`config.mk`:
```
export PLATFORM = sky130hd
export DESIGN_NAME = mul_seq_ctrl
export DESIGN_NICKNAME = d
export VERILOG_FILES = /design/src/rtl/mul_seq_ctrl.sv
export SDC_FILE = /design/constraint.sdc
export NUM_CORES = 1
export LEC_CHECK = 0
export BUFFER_PORTS_ARGS = -buffer_cell sky130_fd_sc_hd__buf_4
export CORE_ASPECT_RATIO = 0.6
export CORE_MARGIN = 4
export CORE_UTILIZATION = 46
export DETAILED_ROUTE_END_ITERATION = 16
export PLACE_DENSITY = 0.74
export SLEW_MARGIN = 40
export SYNTH_ARGS = -nofsm -noshare
export SYNTH_HDL_FRONTEND = slang
export SYNTH_SLANG_ARGS = --single-unit
```
`constraint.sdc`:
```
create_clock -name clk -period 1.74 [get_ports clk]
set_input_delay 0.174 -clock clk [delete_from_list [all_inputs] [get_ports clk]]
set_output_delay 0.174 -clock clk [all_outputs]
set_load 0.05 [all_outputs]
```
`src/rtl/mul_seq_ctrl.sv`:
```
// Sequencer for a repeated-addition multiplier datapath: loads A and B over a
// shared bus, clears P, then strobes P <= P + A / B <= B - 1 until eqz, with an iteration guard.
module mul_seq_ctrl #(
   parameter int WIDTH    = 16,
   parameter int MAX_ITER = 65535
) (
   input  logic             clk,
   input  logic             rst,
   input  logic             start,
   input  logic [WIDTH-1:0] op_a,
   input  logic [WIDTH-1:0] op_b,
   input  logic             eqz,
   output logic [WIDTH-1:0] d_bus,
   output logic             lda,
   output logic             ldb,
   output logic             clrp,
   output logic             ldp,
   output logic             decb,
   output logic             busy,
   output logic             done,
   output logic             err,
   output logic [WIDTH-1:0] iter_cnt
);

   typedef enum logic [2:0] {
      IDLE   = 3'd0,
      LOAD_A = 3'd1,
      LOAD_B = 3'd2,
      ACCUM  = 3'd3,
      DONE   = 3'd4
   } state_t;

   localparam logic [WIDTH-1:0] MAX_CNT = WIDTH'(MAX_ITER);

   state_t           state;
   state_t           state_nxt;
   logic [WIDTH-1:0] a_q;
   logic [WIDTH-1:0] b_q;
   logic             err_q;
   logic             at_limit;

   // iter_cnt never passes MAX_CNT, so equality is the "not below limit" test
   assign at_limit = (iter_cnt == MAX_CNT);

   always_ff @(posedge clk) begin
      if (rst) begin
         state    <= IDLE;
         a_q      <= '0;
         b_q      <= '0;
         iter_cnt <= '0;
         err_q    <= 1'b0;
      end else begin
         state <= state_nxt;
         case (state)
            IDLE: begin
               if (start) begin
                  a_q      <= op_a;
                  b_q      <= op_b;
                  iter_cnt <= '0;
                  err_q    <= 1'b0;
               end
            end
            ACCUM: begin
               if (!eqz && !at_limit) begin
                  iter_cnt <= iter_cnt + 1'b1;
               end else if (!eqz) begin
                  err_q <= 1'b1;
               end
            end
            default: ;
         endcase
      end
   end

   always_comb begin
      state_nxt = state;
      d_bus     = '0;
      lda       = 1'b0;
      ldb       = 1'b0;
      clrp      = 1'b0;
      ldp       = 1'b0;
      decb      = 1'b0;
      busy      = 1'b1;
      done      = 1'b0;
      err       = 1'b0;
      case (state)
         IDLE: begin
            busy = 1'b0;
            if (start) state_nxt = LOAD_A;
         end
         LOAD_A: begin
            lda       = 1'b1;
            d_bus     = a_q;
            state_nxt = LOAD_B;
         end
         LOAD_B: begin
            ldb       = 1'b1;
            clrp      = 1'b1;
            d_bus     = b_q;
            state_nxt = ACCUM;
         end
         ACCUM: begin
            if (!eqz && !at_limit) begin
               ldp  = 1'b1;
               decb = 1'b1;
            end else begin
               state_nxt = DONE;
            end
         end
         DONE: begin
            done      = 1'b1;
            err       = err_q;
            state_nxt = IDLE;
         end
         default: state_nxt = IDLE;
      endcase
      // Reset silences the datapath in the very cycle it is asserted
      if (rst) begin
         d_bus = '0;
         lda   = 1'b0;
         ldb   = 1'b0;
         clrp  = 1'b0;
         ldp   = 1'b0;
         decb  = 1'b0;
         busy  = 1'b0;
         done  = 1'b0;
         err   = 1'b0;
      end
   end

endmodule

```
==> run metrics, run 1 <==
DR WL/cell 17.8 um; Met1 Wirelength 3840 um; # setup viols final 31; Syn Area/Cell 8.09 um2; FILL cells 354; Post-Synthesis Cells 299; WL met3 633 um; leakage power 1.68 nW; post-layout utilization of the core 77.9%; Top Layer Used met4; placed insts 454; DP HPWL 5330 um; Post-Synth Adder-Cell Area 0.517%; crit path to decb; Crit path required time 1.57 ns; layout cells sized above 1 47.5%; grt total ovfl 0; Peak Freq 508 MHz; largest family of logic cells by synthesized area simple AND/OR/NAND/NOR gates; Max-slew headroom 77.5%; H-Tree Depth 2; simple-gate share of the synthesized area 29.3%; GP Congestion 0.995; final slew viol count 0; #FFs+latches synth 52; area of the core 5080 um2; DRC Markers 0; Hold Path Class input pin to register; EDFF count, synth 0; setup slack, reg-to-reg -0.17 ns; Peak VDD IR 0.530 mV; area of the multi-input gates 1430 um2; max cap viols 0; Worst Path Arrival 1.79 ns; CTS max path bufs 2; Critical R2R Capture iter_cnt[14]; CTS clk-pin slew, worst paths 0.10 ns; Worst-Skew Late Latency 0.31 ns; met2 wire length 4070 um; Chip Height 64.2 um; post-synth cell types 44; Synth Area in Compound Gates 18.0%; routed vias 2721; clock root buffer clkbuf_8; Mapped Nets 336; clk sinks 52; Async SR Flop Fraction 0%; crit path launch iter_cnt[1]; yosys warns 0; clock skew 0.0140 ns; xor and xnor fraction of the mapped netlist area 3.26%; Worst setup EP type output port; Worst Reg-to-Reg Cells 8; largest net degree at the start of global routing 35; Final min period 1.97 ns; All-Layer GR Usage 25.2%; routed vias/inst 5.59; worst-path maximum fanout 2; number of I/O port buffers 75; Seq. cell area 1090 um2; First-pass DRT Iterations 5; # diodes 0; crit path kind register to output port; Hold Path Stages 3; final net count 457; RSZ-0062 raised after global routing yes; TritonCTS buffer count 5; post-route ant nets 0; CTS tree yes; sequential area share after synthesis 43.0%; outcome complete, but fails checks; Die Wd 102 um; final WL 8650 um; initial drt markers 203; initial core utilization 47.6%; worst r2r src state[2]; antenna violations before repair 0; Layout area overhead 63.7%; I/O Pins 76; die area 6520 um2; hold-fix buffers at CTS 0; final worst slack -0.227 ns; final hold violations 0; row count 20; multiplexer area fraction after synthesis 0%; Netlist Area Pre-Place 2420 um2; commonest non-fill, non-tap cell in the layout buf_4; fin cells 487; crit share post-route 113%; vias in the first global route 2516; most frequent cells in the layout buf_4, nand2_1, a21oi_1; pwr dens 692 nW/um2; first-pass GRT wire length 13000 um; Main synth FF type dfxtp_1; startpoint class of the critical path register; Slew @ Worst Pin 0.338 ns; failing checks negative setup slack
[synthesized netlist by cell type, types with 2 or more instances]
master / n / area share [%]
inv_1: 2 / 0.31
a31oi_1: 3 / 0.78
nand2b_1: 2 / 0.52
o31ai_1: 2 / 0.62
xnor2_1: 5 / 1.8
buf_4: 2 / 0.62
buf_6: 3 / 1.4
buf_2: 2 / 0.41
nand4_1: 6 / 1.6
xor2_1: 4 / 1.4
nor3_1: 7 / 1.4
nor4_1: 2 / 0.52
o21ai_0: 4 / 0.83
nand2_1: 73 / 11
nand3_1: 10 / 2.1
and3_1: 2 / 0.52
a22o_1: 16 / 5.8
or2_2: 2 / 0.52
nor4b_2: 2 / 1.2
a21oi_1: 42 / 8.7
nor2_1: 19 / 2.9
or3_2: 2 / 0.62
or3_1: 2 / 0.52
clkbuf_1: 14 / 2.2
dfxtp_1: 52 / 43
[worst min-delay path by stage]
stage,endpoint,from
floorplan,err_q,eqz
global placement,b_q[13],op_b[13]
detailed placement,b_q[8],op_b[8]
CTS,b_q[8],op_b[8]
global route,b_q[8],op_b[8]
finish,b_q[13],op_b[13]
[worst max-delay path: stages (launching register included)]
cell and delay (ns):
dfxtp_4 0.37, ha_4 0.15, nand4_4 0.11, or4_4 0.46, buf_6 0.15, nand2_4 0.06
nor2_4 0.05, buf_6 0.15
[registers in the layout, indices dropped and copies added (netlist names)]
signal and count:
iter_cnt 16, state 3, a_q 16, err_q 1, b_q 16
[layout make-up]
class | count | share of cell area (%)
clock buffers | 6 | 1.83
clock inverters | 2 | 0.379
inverters | 2 | 0.190
multi-input cells | 222 | 36.2
flip-flops and latches | 52 | 27.5
well taps | 66 | 2.09
repair buffers | 137 | 31.8
[what timing repair did]
item / 4_1_cts / 5_1_grt
pin swaps: 12 / 19
endpoints found under the setup margin: 28 / 41
cloned: 2 / 1
buffers inserted: 14 / 10
resized for setup: 54 / 26
[metrics by stage]
stage | setup WS, ns | setup TNS, ns | hold WS, ns | total power [mW] | area (um2)
floorplan | -0.129 | -1.10 | 0.275 | 1.70 | 2560
global placement | 0.00860 | 0 | 0.424 | 1.89 | 3340
detailed placement | -0.0523 | -0.227 | 0.432 | 1.91 | 3340
CTS | -0.206 | -2.11 | 0.101 | 2.67 | 3810
global route | -0.300 | -6.31 | 0.0983 | 2.87 | 3960
finish | -0.227 | -3.42 | 0.105 | 2.74 | 3960
[metal layers]
layer / global-route usage, % / up-vias
li1: - / 1278
met1: 38.1 / 1287
met2: 37.2 / 141
met3: 4.36 / 15
met4: 5.14 / 0
met5: 0 / -
[power by group]
group	switching (mW)	total, mW	internal [mW]	leakage, nW
clock network	0.404	0.692	0.288	0.0457
logic	0.413	0.739	0.327	1.20
registers	0.0528	1.31	1.25	0.436
total	0.869	2.74	1.87	1.68
[logic make-up (layout without fill, tap and decap cells)]
logic type	Yosys count	after routing
buffers and inverters	25	147
AND/OR/NAND/NOR	142	142
AO/OA/AOI/OAI	70	70
flip-flops	52	52
XOR/XNOR	9	9
adder cells (fa/ha/maj)	1	1
No activity file was read; power rests on OpenSTA's default activity.
==> inputs of run 2 (changes only) <==
- ABC_CLOCK_PERIOD_IN_PS: default -> 2400
- CORE_UTILIZATION: 46 -> 50
- CTS_BUF_LIST: default -> sky130_fd_sc_hd__clkbuf_16
- PLACE_DENSITY: 0.74 -> 0.76
- clock period: 1.74 -> 2.4 ns (I/O delays scaled with it)
==> run metrics, run 2 (synthesis gave the netlist of run 1 again) <==
Gate power share 19.1% (-7.9 points); # setup viols final 0 (-100%); Placed Area 3030 um2 (-9.4%); TritonCTS buffer count 5 (unchanged); Chip Height 61.9 um (-3.6%); die area 6050 um2 (-7.2%); number of I/O port buffers 75 (unchanged); vias in the first global route 2065 (-18%); most frequent cells in the layout buf_4, nand2_1, dfxtp_1; post-route ant nets 0 (unchanged); worst-path maximum fanout 7 (+5); Peak VDD IR 0.427 mV (-20%); outcome finished clean; CTS clk-pin slew, worst paths 0.06 ns (-0.04 ns); Peak Freq 445 MHz; Seq pwr share 47.8% (about the same); final net count 406 (-11%); leakage power 1.30 nW (-23%); largest net degree at the start of global routing 36 (+2.9%); Worst-Skew Late Latency 0.28 ns (-0.03 ns); DRC Markers 0 (unchanged); clock skew 0.00420 ns (-0.00978 ns); routed vias/inst 5.44 (-2.7%); GP Congestion 0.949 (-4.6%); Worst setup EP type output port; Worst Path Arrival 2.01 ns (+0.22 ns); initial core utilization 52.4% (+4.8 points); DP HPWL 4590 um (-14%); first-pass GRT wire length 10000 um (-23%); overall power 1.99 mW (-27%); All-Layer GR Usage 20.8% (-4.4 points); First-pass DRT Iterations 4 (-1); max cap viols 0 (unchanged); final WL 6350 um (-27%); Hold Path Class input pin to register; # diodes 0 (unchanged); final slew viol count 0 (unchanged); Top Registers a_q: 16 flops, b_q: 16 flops, iter_cnt: 16 flops; clock root buffer clkbuf_16; crit path kind register to output port; design area 3170 um2 (-20%); switch share 27.9% (-3.8 points); startpoint class of the critical path register; Crit path required time 2.16 ns (+0.59 ns); commonest non-fill, non-tap cell in the layout buf_4; RSZ-0062 raised after global routing no; area of the core 4610 um2 (-9.2%); pwr dens 629 nW/um2 (-9.1%); P_sw 556 uW (-36%); final hold violations 0 (unchanged); routed vias 2348 (-14%); row count 19 (-5.0%); Die Wd 97.8 um (-3.8%); Layout area overhead 30.9%; CTS tree yes; antenna violations before repair 0 (unchanged); Clock power frac 33.1% (+7.8 points); initial drt markers 153 (-25%); DR WL/cell 14.7 um (-17%); CTS max path bufs 2 (unchanged); crit share post-route 93.6%; Total Neg Setup Slack 0 ns (+3.42 ns); Max-slew headroom 65.7% (-12 points); Final min period 2.25 ns; H-Tree Depth 2 (unchanged); grt total ovfl 0 (unchanged); clk sinks 52 (unchanged); total internal power 1.44 mW (-23%); I/O Pins 76 (unchanged); layout cells sized above 1 31.2% (-16 points); Slew @ Worst Pin 0.513 ns (+0.176 ns)
run 2: stage by stage:
| stage | cells | setup slack [ns] | hold WS [ns] | utilization (%) |
|---|---|---|---|---|
| final | 432 | 0.154 | 0.203 | 68.6 |
| after global routing | 432 | 0.0603 | 0.194 | 68.6 |
| after CTS | 432 | 0.0488 | 0.197 | 68.6 |
| after detailed placement | 425 | 0.241 | 0.447 | 65.7 |
| after global placement | 425 | 0.289 | 0.443 | 65.7 |
| after floorplan | 299 | 0.0107 | 0.341 | - |
run 2: layout make-up:
| class | count | area [um2] |
|---|---|---|
| Fill cell | 403 | 1450 |
| Multi-Input combinational cell | 222 | 1250 |
| Sequential cell | 52 | 1050 |
| Timing Repair Buffer | 86 | 646 |
| Clock buffer | 5 | 125 |
| Tap cell | 63 | 78.8 |
| Clock inverter | 2 | 8.76 |
| Inverter | 2 | 7.51 |
run 2: power by group through the flow:
| stage | sequential [mW] | clock, mW | combinational, mW |
|---|---|---|---|
| 2_1_floorplan | 0.957 | 0 | 0.270 |
| 3_3_place_gp | 0.969 | 0 | 0.377 |
| 3_5_place_dp | 0.971 | 0 | 0.380 |
| 4_1_cts | 0.952 | 0.673 | 0.382 |
| 5_1_grt | 0.959 | 0.709 | 0.417 |
| 6_report | 0.952 | 0.658 | 0.381 |
run 2: what timing repair did:
| action | in CTS | in global routing |
|---|---|---|
| hold buffers | 0 | 0 |
| pin swaps | 0 | 1 |
| setup buffers | 0 | 0 |
| setup endpoints to repair | 2 | 2 |
| resized for setup | 1 | 0 |
run 2: worst max-delay path: stages (launching register included):
cell	delay, ns
dfxtp_2	0.37
ha_1	0.21
nand4_2	0.20
or4_4	0.53
nand2_1	0.16
nor2_2	0.05
buf_4	0.20
run 2: layer usage:
metal,vias up,routed length [um],part of all wire [%],GRT usage [%]
li1,1171,-,-,-
met3,4,607,9.6,7.69
met2,91,2640,42,30.7
met1,1082,3070,48,29.3
met4,0,35,0.55,4.73
met5,-,0,0,0
run 2: path summary, 6_finish.rpt:
check / from / end / slack [ns] / cells after the start
min reg2reg: b_q[13] / b_q[13] / 0.45 / 2
max reg2reg: state[1] / iter_cnt[14] / 0.41 / 6
min: op_a[7] / a_q[7] / 0.20 / 3
max: iter_cnt[1] / decb / 0.15 / 6
==> inputs of run 3 (changes only) <==
- RECOVER_POWER: default -> 100
==> run metrics, run 3 (synthesis gave the netlist of run 1 again) <==
RSZ-0062 raised after global routing no; Hold Path Class input pin to register; Placed Area 3030 um2 (unchanged); die area 6050 um2 (unchanged); routed vias 2365 (+0.72%); clock skew 0.00303 ns (-0.00117 ns); post-route ant nets 0 (unchanged); area of the core 4610 um2 (unchanged); crit share post-route 93.9% (+0.33 points); Max-slew headroom 53.8% (-12 points); setup repair bufs after CTS 0 (unchanged); antenna violations before repair 0 (unchanged); worst hold path startpoint op_a[7]; final worst slack 0.146 ns (-0.00800 ns); initial core utilization 52.4% (unchanged); first-pass GRT wire length 10000 um (unchanged); placed insts 425 (unchanged); Worst Path Arrival 2.01 ns (about the same); final slew viol count 0 (unchanged); worst hold endpoint a_q[7]; leakage power 1.17 nW (-10%); row count 19 (unchanged); Final min period 2.25 ns (+0.00800 ns); Worst-Skew Late Latency 0.28 ns (about the same); DR WL/cell 14.8 um (+0.55%); TritonCTS buffer count 5 (unchanged); global routing met2 resource utilization 30.7% (unchanged); FILL cells 433 (+7.4%); # diodes 0 (unchanged); Critical R2R Capture iter_cnt[14]; CTS clk-pin slew, worst paths 0.06 ns (about the same); pre-CTS WS 0.241 ns (unchanged); GP Congestion 0.949 (unchanged); worst-path maximum fanout 7 (unchanged); Worst Reg-to-Reg Cells 6 (unchanged); routed vias/inst 5.47 (+0.72%); clk sinks 52 (unchanged); DRC Markers 0 (unchanged); crit path kind register to output port; grt total ovfl 0 (unchanged); initial drt markers 129 (-16%); Peak VDD IR 0.425 mV (-0.49%); fin cells 432 (unchanged); outcome finished clean; startpoint class of the critical path register; area of the multi-input gates 1210 um2 (-3.4%); Die Wd 97.8 um (unchanged); final hold violations 0 (unchanged); layout cells sized above 1 24.1% (-7.0 points); Worst setup EP type output port; hold-fix buffers at CTS 0 (unchanged); final net count 406 (unchanged); All-Layer GR Usage 20.8% (unchanged); Slew @ Worst Pin 0.693 ns (+0.180 ns); Total Neg Setup Slack 0 ns (unchanged); Top Registers a_q: 16 flops, b_q: 16 flops, iter_cnt: 16 flops; clock root buffer clkbuf_16; Crit path required time 2.16 ns (about the same); # setup viols final 0 (unchanged); Chip Height 61.9 um (unchanged); setup slack, reg-to-reg 0.18 ns (-0.23 ns); largest net degree at the start of global routing 36 (unchanged); post-layout utilization of the core 65.2% (-3.4 points); most frequent cells in the layout nand2_1, dfxtp_1, a21oi_1; met3 usage 7.69% (unchanged); overall power 1.96 mW (-1.4%); I/O Pins 76 (unchanged); pwr dens 653 nW/um2 (+3.8%); Layout area overhead 24.4%; design area 3010 um2 (-5.0%); number of I/O port buffers 75 (unchanged); CTS tree yes; final WL 6390 um (+0.55%); CTS max path bufs 2 (unchanged); H-Tree Depth 2 (unchanged); max cap viols 0 (unchanged); busiest grt layer met2; worst hold slack 0.203 ns (+0.0000720 ns); Seq. cell area 1050 um2 (unchanged); Hold Path Stages 3 (unchanged); commonest non-fill, non-tap cell in the layout nand2_1; vias in the first global route 2065 (unchanged); GR Util met1 29.3% (unchanged); Peak Freq 444 MHz (-0.36%); First-pass DRT Iterations 4 (unchanged); DP HPWL 4590 um (unchanged); worst r2r src state[1]
run 3: cell types whose count changed in the layout (fill, tap and decap cells not counted), moves of 4 or more:
cell	change
buf_2	+9
buf_4	-44
clkbuf_1	+22
clkbuf_2	+4
clkbuf_4	+9
run 3: timing repair:
action | 4_1_cts | 5_1_grt
endpoints found under the setup margin | 2 | 2
resized for setup | 1 | 0
pin swaps | 0 | 1
run 3: area by class of cell:
| class | count | area share, % |
|---|---|---|
| inverters | 2 | 0.250 |
| clock buffers | 5 | 4.16 |
| repair buffers | 86 | 17.6 |
| clock inverters | 2 | 0.291 |
| well taps | 63 | 2.62 |
| multi-input cells | 222 | 40.1 |
| flip-flops and latches | 52 | 34.9 |
run 3: worst max-delay path, stage by stage, from the launching register on:
cell and delay (ns):
dfxtp_2 0.37, ha_1 0.21, nand4_2 0.21, or4_4 0.52
nand2_1 0.15, nor2_2 0.05, clkbuf_4 0.22
run 3: worst max-delay path by stage:
stage                     start  endpoint  slack [ns]  cells after the start
floorplan           iter_cnt[1]       ldp        0.01                      7
global placement    iter_cnt[0]      decb        0.29                      6
detailed placement  iter_cnt[0]      decb        0.24                      6
CTS                 iter_cnt[0]      decb        0.05                      6
global route           state[1]  d_bus[8]        0.03                      4
finish              iter_cnt[1]      decb        0.15                      6
run 3: report_power, final:
| part | leakage [nW] | switching [mW] | internal, mW | total (mW) |
|---|---|---|---|---|
| clock | 0.0709 | 0.282 | 0.375 | 0.657 |
| sequential | 0.427 | 0.0325 | 0.917 | 0.949 |
| combinational | 0.671 | 0.233 | 0.124 | 0.356 |
run 3: layer usage:
layer  vias to the layer above  routed length (um)
met1                      1080                3060
li1                       1175                   -
met4                         0                  35
met5                         -                   0
met2                       106                2590
met3                         4                 707
